### src/rtl/memaccess_stage.sv
// DLX MEM stage: byte/half/word loads and stores over a req/ack data memory,
// with upstream stall while waiting and abort after TIMEOUT unanswered cycles.
module memaccess_stage #(
  parameter int TIMEOUT = 16
) (
  input  logic        clock4,
  input  logic        reset4,
  input  logic [31:0] alu_in4,
  input  logic [31:0] bin4,
  input  logic [31:0] inst_in4,
  input  logic        mem_wr_en_in,
  output logic [31:0] dmem_addr,
  output logic [31:0] dmem_wdata,
  output logic [3:0]  dmem_be,
  output logic        dmem_we,
  output logic        dmem_req,
  input  logic        dmem_ack,
  input  logic [31:0] dmem_rdata,
  output logic [31:0] alu_out4,
  output logic [31:0] lmd_out4,
  output logic [31:0] inst_out4,
  output logic        stall4,
  output logic        misalign_err,
  output logic        mem_fault
);

  localparam int CW = $clog2(TIMEOUT + 1);

  localparam logic [0:0] IDLE = 1'b0;
  localparam logic [0:0] WAIT = 1'b1;

  localparam logic [5:0] OP_LB  = 6'b000001;
  localparam logic [5:0] OP_LBU = 6'b000010;
  localparam logic [5:0] OP_LH  = 6'b000011;
  localparam logic [5:0] OP_LHU = 6'b000100;
  localparam logic [5:0] OP_LW  = 6'b000101;
  localparam logic [5:0] OP_SB  = 6'b001000;
  localparam logic [5:0] OP_SH  = 6'b001001;
  localparam logic [5:0] OP_SW  = 6'b001010;

  logic [0:0]    state;
  logic [CW-1:0] cnt;

  logic [5:0]  opcode;
  logic [1:0]  k;
  logic        is_load, is_store, is_byte, is_half, is_word;
  logic        aligned, access, memop, misal, abort, complete;
  logic [31:0] rdata_shift, load_ext;
  logic [15:0] half_sel;

  assign opcode = inst_in4[31:26];
  assign k      = alu_in4[1:0];

  always_comb begin
    is_load  = (opcode == OP_LB) || (opcode == OP_LBU) || (opcode == OP_LH) ||
               (opcode == OP_LHU) || (opcode == OP_LW);
    is_store = (opcode == OP_SB) || (opcode == OP_SH) || (opcode == OP_SW);
    is_byte  = (opcode == OP_LB) || (opcode == OP_LBU) || (opcode == OP_SB);
    is_half  = (opcode == OP_LH) || (opcode == OP_LHU) || (opcode == OP_SH);
    is_word  = (opcode == OP_LW) || (opcode == OP_SW);
  end

  assign aligned = is_byte || (is_half && !alu_in4[0]) || (is_word && (k == 2'b00));
  assign access  = is_load || (is_store && mem_wr_en_in);
  assign memop   = access && aligned;
  assign misal   = access && !aligned;

  // An ack in the would-be abort cycle wins, so abort requires ~dmem_ack.
  assign abort    = (state == WAIT) && memop && !dmem_ack && (cnt == CW'(TIMEOUT));
  assign complete = memop && dmem_ack;

  assign dmem_req  = memop && !abort && reset4;
  assign stall4    = memop && !dmem_ack && !abort && reset4;
  assign dmem_we   = dmem_req && is_store;
  assign dmem_addr = {alu_in4[31:2], 2'b00};

  always_comb begin
    dmem_be = 4'b0000;
    if (dmem_req) begin
      if (is_load || is_word) dmem_be = 4'b1111;
      else if (is_byte)       dmem_be = 4'b0001 << k;
      else                    dmem_be = alu_in4[1] ? 4'b1100 : 4'b0011;
    end
  end

  always_comb begin
    if (is_byte)      dmem_wdata = {4{bin4[7:0]}};
    else if (is_half) dmem_wdata = {2{bin4[15:0]}};
    else              dmem_wdata = bin4;
  end

  assign rdata_shift = dmem_rdata >> {k, 3'b000};
  assign half_sel    = alu_in4[1] ? dmem_rdata[31:16] : dmem_rdata[15:0];

  always_comb begin
    case (opcode)
      OP_LB:   load_ext = {{24{rdata_shift[7]}}, rdata_shift[7:0]};
      OP_LBU:  load_ext = {24'h000000, rdata_shift[7:0]};
      OP_LH:   load_ext = {{16{half_sel[15]}}, half_sel};
      OP_LHU:  load_ext = {16'h0000, half_sel};
      OP_LW:   load_ext = dmem_rdata;
      default: load_ext = 32'h0;
    endcase
  end

  always_ff @(posedge clock4) begin
    if (!reset4) begin
      state <= IDLE;
      cnt   <= '0;
    end else begin
      case (state)
        IDLE: begin
          if (memop && !dmem_ack) begin
            state <= WAIT;
            cnt   <= CW'(1);
          end
        end
        default: begin
          if (!memop || dmem_ack || abort) begin
            state <= IDLE;
            cnt   <= '0;
          end else begin
            cnt <= cnt + CW'(1);
          end
        end
      endcase
    end
  end

  always_ff @(posedge clock4) begin
    if (!reset4) begin
      alu_out4     <= 32'h0;
      lmd_out4     <= 32'h0;
      inst_out4    <= 32'h0;
      mem_fault    <= 1'b0;
      misalign_err <= 1'b0;
    end else begin
      mem_fault    <= abort;
      misalign_err <= misal;
      if (stall4) begin
        inst_out4 <= 32'h0;
      end else begin
        inst_out4 <= inst_in4;
        alu_out4  <= alu_in4;
      end
      if (complete && is_load) lmd_out4 <= load_ext;
      else if (abort || misal) lmd_out4 <= 32'h0;
    end
  end

endmodule

### config.mk
export PLATFORM = sky130hd
export DESIGN_NAME = memaccess_stage
export DESIGN_NICKNAME = d
export VERILOG_FILES = /design/src/rtl/memaccess_stage.sv
export SDC_FILE = /design/constraint.sdc
export NUM_CORES = 1
export LEC_CHECK = 0
export ABC_AREA = 1
export BUFFER_PORTS_ARGS = -buffer_cell sky130_fd_sc_hd__buf_2
export CORE_AREA = 3 3 117 119
export CTS_CLUSTER_SIZE = 10
export DETAILED_ROUTE_END_ITERATION = 12
export DIE_AREA = 0 0 120 122
export GPL_TIMING_DRIVEN = 0
export PLACE_DENSITY = 0.82
export SKIP_LAST_GASP = 1
export SYNTH_ARGS = -nofsm -noshare
export SYNTH_HDL_FRONTEND = slang
export SYNTH_SLANG_ARGS = --single-unit
### constraint.sdc
create_clock -name clock4 -period 2.19 [get_ports clock4]
set_input_delay 0 -clock clock4 [delete_from_list [all_inputs] [get_ports clock4]]
set_output_delay 0 -clock clock4 [all_outputs]
set_load 0.01 [all_outputs]
==> flow_summary.yaml <==
cells_and_area:
  syn_to_final_growth_pct: 53.3
  final_common_cell: "buf_2"
  most-common-layout-cells: "buf_2 (314), nand2_1 (223), dfxtp_1 (104)"
  nets: 1231
  drive_gt1_share_pct: 36.4
  finish.instance_area_um2: 7640
cts:
  root_buffer: "clkbuf_16"
  cts-htree-levels: 3
  path_clk_slew_ns: 0.07
  cts_tree: "built"
  clockBufferDepth: 2
  cts_num_sinks: 104
  numCtsBuffers: 9
  insertion_delay_ns: 0.36
grt:
  met1_usage_pct: 28.3
  grt.total_usage_pct: 26.1
  met2_usage_pct: 45.7
  antenna_found_initial: 2
  busiest_layer: "met2"
  grt_pass1_wl_mm: 30.3
  grt.met3_usage_pct: 8.17
  grt_pass1_vias: 5971
  overflow: 0
  grt_max_degree: 21
setup_path:
  slowest_delay_ns: 0.33
  cpMostUsedCell: "inv_1"
  r2r_slack_ns: 0.31
  worstPathMaxFanout: 10
  cp.arrival_ns: 1.97
  slowest_stage: "dfxtp_1"
  critPathKind: "reg -> out"
  endpoint_kind: "output port"
  critPathRequiredTime_ns: 2.19
  r2r_cells: 11
  cp-start-kind: "flip-flop"
  cp_cell_sequence: "inv_1 -> ha_1 -> nand3_1 -> nor3_1 -> inv_1 -> nand3_4 -> nor2_4 -> buf_4 -> buf_2"
job:
  maxCapViolCount: 0
timing:
  post-route-period-util_pct: 89.8
  final_max_slew_viol_count: 0
  setup_viol: 0
  timing.slew.headroom_pct: 63.7
  hold_violations: 0
  period_minus_slack_ns: 1.97
  fmax_ghz: 0.508
  setup_tns_ns: 0
  finClkSkew_ns: 0.00980
  rsz0062_at_grt: "false"
  max_slew.worst_pin.slew_ns: 0.545
route:
  via_per_inst: 4.80
  vias: 6121
  wire_per_inst_um: 15.5
  finalWirelength_mm: 19.7
  post-route-drc-count: 0
  antenna_left: 0
  dr.pass1.iters: 5
  drt_iter0_drc: 504
pwr:
  leakagePower_uw: 0.00415
  design_power_total_uw: 4410
  irDropWorstVdd_uv: 355
  power_density_nw_per_um2: 578
logic_synthesis:
  synth_edf_count: 0
  synth-compound-area-share_pct: 11.0
  syn_area_per_cell_um2: 6.89
  synthFlopType: "dfxtp_1"
  yosys.area_share.simple_pct: 30.9
  yosys.area_share.adder_pct: 0.502
  synth_top_family_by_area: "simple AND/OR/NAND/NOR gates"
  muxShareOfSynthArea_pct: 0.201
  netlist_area_um2: 4980
  syn_inst: 723
  async_flop_share_pct: 0
  ys_seq_elements: 104
  synth-seq-area-share_pct: 41.8
  yosysWarnings: 0
  ys_types: 30
  synth_xor_area_share_pct: 0.527
floorplan:
  die_w_um: 120
  core-area_um2: 12700
  num_rows: 41
  die_y_um: 122
  ioPinCount: 301
  die-area_um2: 14600
  initial_utilization_pct: 39.3
hold_path:
  min_path_cells: 4
  hold_class: "in -> reg"
place:
  detailed_place_hpwl_mm: 13.9
  portBuffers: 297
  place.gp.congestion: 0.952
  post_dp_cell_area_um2: 6690
outcome:
  status: "complete, no violations"
[final cells by class]
class,instances,area (µm²)
well taps,172,215
multi-input cells,477,2160
fillers,1114,5030
clock buffers,9,225
inverters,71,267
diodes,1,2.50
plain buffers,72,479
clock inverters,7,70.1
repair buffers,362,2130
flip-flops and latches,104,2080
[registers in the layout, summed over array words and instances (netlist names)]
signal / flops
state: 1
inst_out4: 32
lmd_out4: 32
mem_fault: 1
misalign_err: 1
cnt: 5
alu_out4: 32
[synth_stat cells, types with 5 or more instances]
cell type	count	share of area [%]
nand3_1	46	4.6
a21oi_1	49	4.9
inv_2	6	0.45
buf_2	17	1.7
dfxtp_1	104	42
buf_4	44	6.6
nor2_1	82	6.2
nor2_4	5	1.1
o211ai_1	17	2.6
clkbuf_1	8	0.60
nand2_1	223	17
inv_1	64	4.8
o21ai_0	30	3.0
[through the flow]
step / instances / hold slack (ns) / utilization, % / setup WS, ns
floorplan: 724 / 0.0918 / - / 0.664
global placement: 1193 / 0.206 / 52.8 / 0.134
detailed placement: 1193 / 0.207 / 52.8 / 0.134
CTS: 1274 / 0.0000184 / 60.3 / 0.208
global route: 1275 / 0.0310 / 60.3 / 0.118
finish: 1275 / 0.00698 / 60.3 / 0.223
[worst paths after layout]
kind | endpoint | from
setup / recovery | stall4 | cnt[0]
hold / removal | state | dmem_ack
setup reg to reg | alu_out4[15] | cnt[0]
hold reg to reg | alu_out4[23] | alu_out4[23]
[what timing repair did]
item | 4_1_cts | 5_1_grt
hold endpoints to repair | 64 | 0
hold buffers | 64 | 0
endpoints found under the setup margin | 6 | 0
gates resized for setup | 1 | 0
buffers inserted | 1 | 0
[power breakdown]
part | internal [µW] | total, µW | switching (µW) | leakage, µW
registers | 1960 | 1980 | 28.8 | 0.000855
logic | 378 | 806 | 428 | 0.00315
clock network | 812 | 1620 | 811 | 0.000147
total | 3140 | 4410 | 1270 | 0.00415
[kinds of logic (layout without fill, tap and decap cells)]
logic type,after synthesis,count (layout)
other cells,1,3
buf+inv,143,521
flops,104,104
compound gates,100,100
fa+ha+maj,2,2
mux,1,1
xor+xnor,3,3
simple gates,369,369
[per-layer routing]
metal	wire [µm]	share of wire [%]
met1	7060	36
met3	2020	10
met2	9760	49
met5	15	0.076
met4	864	4.4
[worst max-delay path: cells and delay by family, from the launching register on]
family        cells  cell delay (ns)
flops             1             0.33
buf+inv           4             0.56
fa+ha+maj         1             0.16
simple gates      4             0.54
(Power assumes the default switching activity.)
